===== config.mk =====
export PLATFORM = sky130hd
export DESIGN_NAME = level_controller
export DESIGN_NICKNAME = d
export VERILOG_FILES = /design/src/rtl/level_controller.sv
export SDC_FILE = /design/constraint.sdc
export NUM_CORES = 1
export LEC_CHECK = 0
export ABC_AREA = 1
export CORE_MARGIN = 2
export CORE_UTILIZATION = 35
export DETAILED_ROUTE_END_ITERATION = 7
export PLACE_DENSITY = 0.56
export SKIP_LAST_GASP = 1
export SLEW_MARGIN = 40
export SYNTH_ARGS = -nofsm -noshare
export SYNTH_HDL_FRONTEND = slang
export SYNTH_SLANG_ARGS = --single-unit

===== constraint.sdc =====
create_clock -name clock -period 2.35 [get_ports clock]
set_input_delay 0.3525 -clock clock [delete_from_list [all_inputs] [get_ports clock]]
set_output_delay 0.3525 -clock clock [all_outputs]
set_load 0.02 [all_outputs]

===== src/rtl/level_controller.sv =====
// Multi-channel level controller: four debounced buttons select a channel and
// preset/step its level, with auto-repeat, saturation and hex display outputs.
module level_controller #(
    parameter int WIDTH      = 8,
    parameter int CHANNELS   = 4,
    parameter int DIV_BITS   = 20,
    parameter int HOLD_TICKS = 32,
    localparam int DIGITS    = (WIDTH + 3) / 4,
    localparam int SELW      = (CHANNELS > 1) ? $clog2(CHANNELS) : 1
) (
    input  logic                      clock,
    input  logic                      reset,
    input  logic [3:0]                key,
    output logic [CHANNELS*WIDTH-1:0] level,
    output logic [SELW-1:0]           sel,
    output logic [7*DIGITS-1:0]       display,
    output logic [6:0]                display_sel
);

    localparam int HOLDW = $clog2(HOLD_TICKS + 1);
    localparam int PADW  = 4 * DIGITS;
    localparam logic [WIDTH-1:0] LEVEL_MAX = {WIDTH{1'b1}};
    localparam logic [HOLDW-1:0] HOLD_LIMIT = HOLDW'(HOLD_TICKS);

    logic [3:0]          key_meta;
    logic [3:0]          key_sync;
    logic [DIV_BITS-1:0] div_cnt;
    logic                tick;
    logic [3:0]          sample;
    logic [3:0]          pressed;
    logic [3:0]          armed;
    logic [3:0]          pressed_next;
    logic [3:0]          press_evt;
    logic [HOLDW-1:0]    hold_cnt;
    logic [HOLDW-1:0]    hold_next;
    logic [WIDTH-1:0]    levels [CHANNELS];
    logic [WIDTH-1:0]    cur_level;
    logic [WIDTH-1:0]    new_level;
    logic                level_we;
    logic                sel_advance;
    logic                up_held;
    logic                down_held;
    logic                one_held;
    logic                step_now;
    logic [PADW-1:0]     cur_padded;

    function automatic logic [6:0] hex7(input logic [3:0] v);
        logic [6:0] seg;
        case (v)
            4'h0:    seg = 7'b1000000;
            4'h1:    seg = 7'b1001111;
            4'h2:    seg = 7'b0100100;
            4'h3:    seg = 7'b0110000;
            4'h4:    seg = 7'b0011001;
            4'h5:    seg = 7'b0010010;
            4'h6:    seg = 7'b0000010;
            4'h7:    seg = 7'b1111000;
            4'h8:    seg = 7'b0000000;
            4'h9:    seg = 7'b0011000;
            4'hA:    seg = 7'b0001000;
            4'hB:    seg = 7'b0000011;
            4'hC:    seg = 7'b1000110;
            4'hD:    seg = 7'b0100001;
            4'hE:    seg = 7'b0000110;
            default: seg = 7'b0001110;
        endcase
        return seg;
    endfunction

    assign tick = &div_cnt;

    always_ff @(posedge clock or posedge reset) begin
        if (reset) begin
            key_meta <= '0;
            key_sync <= '0;
            div_cnt  <= '0;
        end else begin
            key_meta <= key;
            key_sync <= key_meta;
            div_cnt  <= div_cnt + 1'b1;
        end
    end

    // Two matching low (high) tick samples are needed to change the debounced state.
    always_comb begin
        pressed_next = pressed;
        for (int k = 0; k < 4; k++) begin
            if (!sample[k] && !key_sync[k]) begin
                pressed_next[k] = 1'b1;
            end else if (sample[k] && key_sync[k]) begin
                pressed_next[k] = 1'b0;
            end
        end
        press_evt = {4{tick}} & pressed_next & ~pressed & armed;
    end

    // A key still held through reset stays inert until it has been seen released.
    always_ff @(posedge clock or posedge reset) begin
        if (reset) begin
            sample  <= '1;
            pressed <= '0;
            armed   <= '0;
        end else if (tick) begin
            sample  <= key_sync;
            pressed <= pressed_next;
            armed   <= armed | (~pressed_next & key_sync);
        end
    end

    always_comb begin
        cur_level = '0;
        for (int i = 0; i < CHANNELS; i++) begin
            if (sel == SELW'(i)) begin
                cur_level = levels[i];
            end
        end
    end

    always_comb begin
        up_held     = pressed_next[3] & armed[3];
        down_held   = pressed_next[2] & armed[2];
        one_held    = up_held ^ down_held;
        sel_advance = press_evt[0] & ~press_evt[1];
        step_now    = tick & one_held & ~press_evt[1] & ~press_evt[0] &
                      ((press_evt[3] | press_evt[2]) || (hold_cnt == HOLD_LIMIT));

        hold_next = hold_cnt;
        if (tick) begin
            if (!one_held || press_evt[1] || press_evt[0] || press_evt[3] || press_evt[2]) begin
                hold_next = '0;
            end else if (hold_cnt != HOLD_LIMIT) begin
                hold_next = hold_cnt + 1'b1;
            end
        end

        level_we  = 1'b0;
        new_level = cur_level;
        if (press_evt[1]) begin
            level_we  = 1'b1;
            new_level = LEVEL_MAX;
        end else if (step_now) begin
            level_we = 1'b1;
            if (up_held && cur_level != LEVEL_MAX) begin
                new_level = cur_level + 1'b1;
            end else if (down_held && cur_level != '0) begin
                new_level = cur_level - 1'b1;
            end
        end
    end

    always_ff @(posedge clock or posedge reset) begin
        if (reset) begin
            hold_cnt <= '0;
            sel      <= '0;
        end else begin
            hold_cnt <= hold_next;
            if (sel_advance) begin
                if (sel == SELW'(CHANNELS - 1)) begin
                    sel <= '0;
                end else begin
                    sel <= sel + 1'b1;
                end
            end
        end
    end

    always_ff @(posedge clock or posedge reset) begin
        if (reset) begin
            for (int i = 0; i < CHANNELS; i++) begin
                levels[i] <= LEVEL_MAX;
            end
        end else if (level_we) begin
            for (int i = 0; i < CHANNELS; i++) begin
                if (sel == SELW'(i)) begin
                    levels[i] <= new_level;
                end
            end
        end
    end

    for (genvar i = 0; i < CHANNELS; i++) begin : g_level_out
        assign level[i*WIDTH +: WIDTH] = levels[i];
    end

    // The top digit is zero-padded when WIDTH is not a multiple of four.
    always_comb begin
        cur_padded = PADW'(cur_level);
        display    = '0;
        for (int d = 0; d < DIGITS; d++) begin
            display[7*d +: 7] = hex7(cur_padded[4*d +: 4]);
        end
        display_sel = hex7(4'(sel));
    end

endmodule


Yosys cells after proc, flatten, opt, wreduce, memory -nomap -nowiden
Memory sizes are Yosys's and may differ from the RTL's.
Cells that the tools add are included.
Word-level totals
  output and inout bits: 55
  input bits: 6
  logic and storage cells: 98
  memories kept: 2
  bits in registers: 80
  bits in read-only memories: 224
Cells by class
  bitwise logic cells: 18
  eq/ne operators: 6
  add/subtract/negate cells: 5
  reductions and logical operators: 33
  mux-type cells: 22
Memories
  (no name shown): depth 16, width 7, rd ports 1, clocked after memory_dff 0, write ports 0, line 49  | case (v)
  (no name shown): depth 16, width 7, rd ports 1, clocked after memory_dff 0, write ports 0, line 49
Operator list (number)
  2-to-1 mux 8 bit: 8
  case mux 7 bit (4 select lines): 1
  AND reduction 21 bit: 1
  adder 20 x 1 -> 20 bit (second input constant): 1
  AND reduction 20 bit: 1
  AND 4 bit: 4
  2-to-1 mux 6 bit: 2
  logical AND 1 bit: 10
  2-to-1 mux 1 bit: 10
  zero test 1 bit: 9
  adder 8 x 1 -> 8 bit (second input constant): 1
  != test 8 bit (second input constant): 1
  inverter 4 bit: 2
  AND reduction 2 bit: 4
  nonzero test 8 bit: 1
  subtractor 8 x 1 -> 8 bit (second input constant): 1
  AND 1 bit: 7
  adder 6 x 1 -> 6 bit (second input constant): 1
  equality test 6 bit (second input constant): 1
  != test 6 bit (second input constant): 1
  logical OR 1 bit: 5
  equality test 2 bit (second input constant): 2
  bitwise OR 4 bit: 1
  adder 2 x 1 -> 2 bit (second input constant): 1
  other kinds (7): 8

Longest topological paths before layout
  depth after elaboration: 13
  gate-level depth with buffers: 23
  mapped depth without buffers: 21

Worst setup path after synthesis
No wires, ideal clock.
  path kind: register to output
  from: register sel[0]
  to: output port display[9]
  buffers on the path: 2
  data required time: 1997 ps
  cell stages (with the launch flop): 13
  arrival: 2537 ps
  setup slack: -540 ps
  cell sequence: dfrtp_1 ha_1 buf_6 buf_6 inv_2 nand2_1 inv_1 nand2_1 nand3_1 inv_1 ha_1 o21ai_0 a21boi_0
On the way
  cells in the longest elaborated chain, start to end: 6
  elaborated cells on any way between the ends: 9
  those cells by class: eq/ne: 3; mux: 4; reduce/logical: 1; memory: 1
Ends and longest elaborated chain
  start: declaration: line 15  | output logic [SELW-1:0] sel,
  start signal: assignment: line 161  | sel <= sel + 1'b1;
  zero test 2 bit: line 113  | if (sel == SELW'(i)) begin
  2-to-1 mux 8 bit (3 in series): line 113
  2-to-1 mux 8 bit *: line 113
  memory read (16 x 7 bit) *
  end: declaration: line 16  | output logic [7*DIGITS-1:0] display,
Every way passes the cells marked *; elsewhere a longest branch is shown, timed or not.

Worst setup path in the final report
  from: register sel[0]
  to: output port display[1]
The elaborated chain is that of the path after synthesis.

==> impl_metrics.csv <==
group,metric,value,unit
run_status,status,"finished with violations",
run_status,violations,"setup timing",
timing,fmax,360.2,MHz
floorplan,start_util,0.3551,
yosys,yosysSeqAreaShare,0.4185,
yosys,async_flop_share,1.000,
yosys,syn_inst,626,
route,dr.pass1.iters,4,
floorplan,die_h,122.2,microns
flow_run,cap_viol_max_count,0,
placed_design,port_buffers,60,
power_and_ir_drop,leakage,3.679,nW
route,wire_per_inst,14.11,microns
setup_path,critPathMaxFanout,6,
floorplan,die_area,0.01494,sq mm
setup_path,crit_path_cell_trace,"buf_4 -> ha_4 -> a21oi_1 -> nor2_2 -> nor2_4 -> inv_4 -> ha_4 -> o21ai_4 -> inv_2 -> o21ai_2 -> o211ai_1 -> buf_4",
route,drtAntennaViolNets,0,
yosys,yosysWarnings,0,
clock_tree,htree_levels,3,
placed_design,place_hpwl,10.10,mm
setup_path,endpoint_kind,"output port",
yosys,yosys.area.top_type_share,0.2251,
route,wl,14.05,mm
placed_design,routabilityCongestion,0.8464,
grt,grt_max_degree,33,
timing,tightest_slew,557.8,ps
setup_path,critPathMaxStageDelay,450,ps
yosys,synth_area,0.004891,sq mm
timing,setup_viol,47,
placed_design,pre_cts_ws,-502.2,ps
grt,antenna_found_initial,0,
power_and_ir_drop,vdd_drop_max,0.0004025,V
cells_and_area,syn2layout_area_growth,57.69,%
setup_path,r2r-start,"sel[1]",
route,drt_iter0_markers,248,
yosys,synth.most_common_cell,"nand2_1",
clock_tree,cts.path.max_buffers,2,
yosys,synth-edff-count,0,
clock_tree,cts_tree,"built",
yosys,synth_fp_nets,648,
cells_and_area,stdcell_count,996,
setup_path,slowest_stage,"dfrtp_2",
cells_and_area,fill_cells,1262,
floorplan,num_io_pins,61,
route,vias_per_cell,4.779,
timing,finalHoldViolations,0,
timing,rsz0062_at_grt,"true",
setup_path,worstPathRequired,2000,ps
setup_path,start_kind,"register",
grt,overflow,0,
clock_tree,cts-root-buf,"clkbuf_16",
setup_path,crit_end,"display[1]",
yosys,yosysUniqueCellTypes,47,
floorplan,die_w,122.2,microns
setup_path,critPathLaunch,"sel[0]",
floorplan,num_rows,43,
setup_path,arrival,2420,ps
timing,holdWs,351.1,ps
setup_path,ff2ff_path_depth,17,
grt,grt_pass1_wl,22.21,mm
power_and_ir_drop,p_per_area,371.4,mW/mm^2
clock_tree,numCtsBuffers,9,
setup_path,r2r_end,"level[2]",
yosys,ys.flop_type,"dfrtp_1",
yosys,synthTopCellsByArea,"dfrtp_1, dfstp_2, nand2_1",
timing,fin_crit_sh,1.181,
timing,finalMaxSlewViolations,0,
timing,timing.final.ws_setup,-426.0,ps
setup_path,critPathKind,"register to output port",
cells_and_area,fin_nets,833,
route,dr_total_vias,4760,
yosys,yosysTopAreaCell,"dfrtp_1",
timing,relSlewSlack,0.6277,
yosys,syn_area_per_cell,7.813,sq um
clock_tree,path_clk_slew,60,ps
yosys,ys_ff_latch,80,
timing,fin_crit,2776,ps
setup_path,path_delay_family,"compound AO/OA/AOI/OAI gates",
grt,grtUsageTotal,0.1903,
worst_hold_path,hold_path_class,"register to register",
cells_and_area,diodes,0,
clock_tree,clk_latency,350,ps
floorplan,core_area,0.01377,sq mm
setup_path,r2r_setup_slack,-290,ps
placed_design,place_inst,950,
clock_tree,hold_buffers,0,
setup_path,worstSetupPathDepth,12,
clock_tree,clkSinkCount,80,
timing,finClkSkew,8.006,ps
cells_and_area,drive_gt1_frac,0.4596,
setup_path,crit_buf_inv,4,
route,drc,0,
grt,grt_pass1_vias,4522,
yosys,ys_top_cells_by_count,"nand2_1, inv_1, dfrtp_1",
-- report_power, final --
group	leakage [nW]	switching (mW)	total, mW	internal, mW
clock	0.144	0.590	1.42	0.833
sequential	0.950	0.00328	1.39	1.39
combinational	2.59	0.0338	0.0504	0.0166
-- routing by layer --
metal	global-route usage	routed length [microns]	up-vias
li1	-	-	2374
met1	0.2325	5866	2287
met2	0.3427	7521	88
met3	0.03346	488	11
met4	0.05388	176	0
met5	0	0	-
-- repair_timing --
action                     in CTS  in global routing
pin swaps                      21                 28
gates cloned                    1                  0
setup endpoints to repair      48                 50
gates resized for setup       125                 95
buffers inserted               10                 19
-- flip-flops by register name, summed over array words and instances, names as in the netlist --
name and count:
key_meta 4, level 32, key_sync 4, pressed 4
hold_cnt 6, sample 4, sel 2, armed 4
div_cnt 20
-- cell usage in the layout (no fill, tap or decap), drive strengths merged, types with 2 or more instances in the layout --
cell           synthesis  layout
or2                    2       2
a21oi                 12      12
buf                   10     138
clkdlybuf4s50          0      44
inv                   70      70
nand3                 43      43
xnor2                  7       7
nand4                 18      18
dlygate4sd2            0       2
o21ai                 31      31
nor3                   5       5
nor2                  58      58
clkinv                 1       3
a31o                   2       2
ha                    16      16
clkinvlp               0       5
a21boi                 2       2
dfstp                 36      36
clkbuf                 1       9
nand2                243     243
dfrtp                 44      44
o211ai                 4       4
xor2                  11      11
-- per-stage QoR --
stage	instance area [sq um]	TNS, ps	util	total power, mW
2_1_floorplan	5154	-3109	-	1.439
3_3_place_gp	6640	-15710	0.4821	1.466
3_5_place_dp	6640	-18000	0.4821	1.467
4_1_cts	7189	-12570	0.5220	2.910
5_1_grt	7712	-18000	0.5600	2.960
6_report	7712	-12220	0.5600	2.864
-- logic make-up after synthesis --
kind of cell    synth area share
mux                     0.002302
flops                     0.4185
xor+xnor                 0.03223
compound gates           0.06984
simple gates              0.3615
fa+ha+maj                0.04298
buf+inv                  0.07265
-- how the worst min path moves through the flow --
stage	start	depth (start not counted)	endpoint
after floorplan	key_meta[0]	0	key_sync[0]
after global placement	key_meta[0]	0	key_sync[0]
after detailed placement	key_meta[2]	0	key_sync[2]
after CTS	key_meta[0]	0	key_sync[0]
after global routing	key_meta[0]	0	key_sync[0]
final	key_meta[0]	0	key_sync[0]
-- area by class of cell --
cell class / count / area (sq um) / share of cell area
Inverter: 71 / 306.5 / 0.03975
Multi-Input combinational cell: 464 / 3203 / 0.4153
Timing Repair inverter: 1 / 5.005 / 0.0006489
Clock buffer: 9 / 225.2 / 0.02920
Tap cell: 180 / 225.2 / 0.02920
Sequential cell: 80 / 2049 / 0.2657
Clock inverter: 7 / 78.83 / 0.01022
Timing Repair Buffer: 184 / 1619 / 0.2099
(Power assumes the default switching activity.)
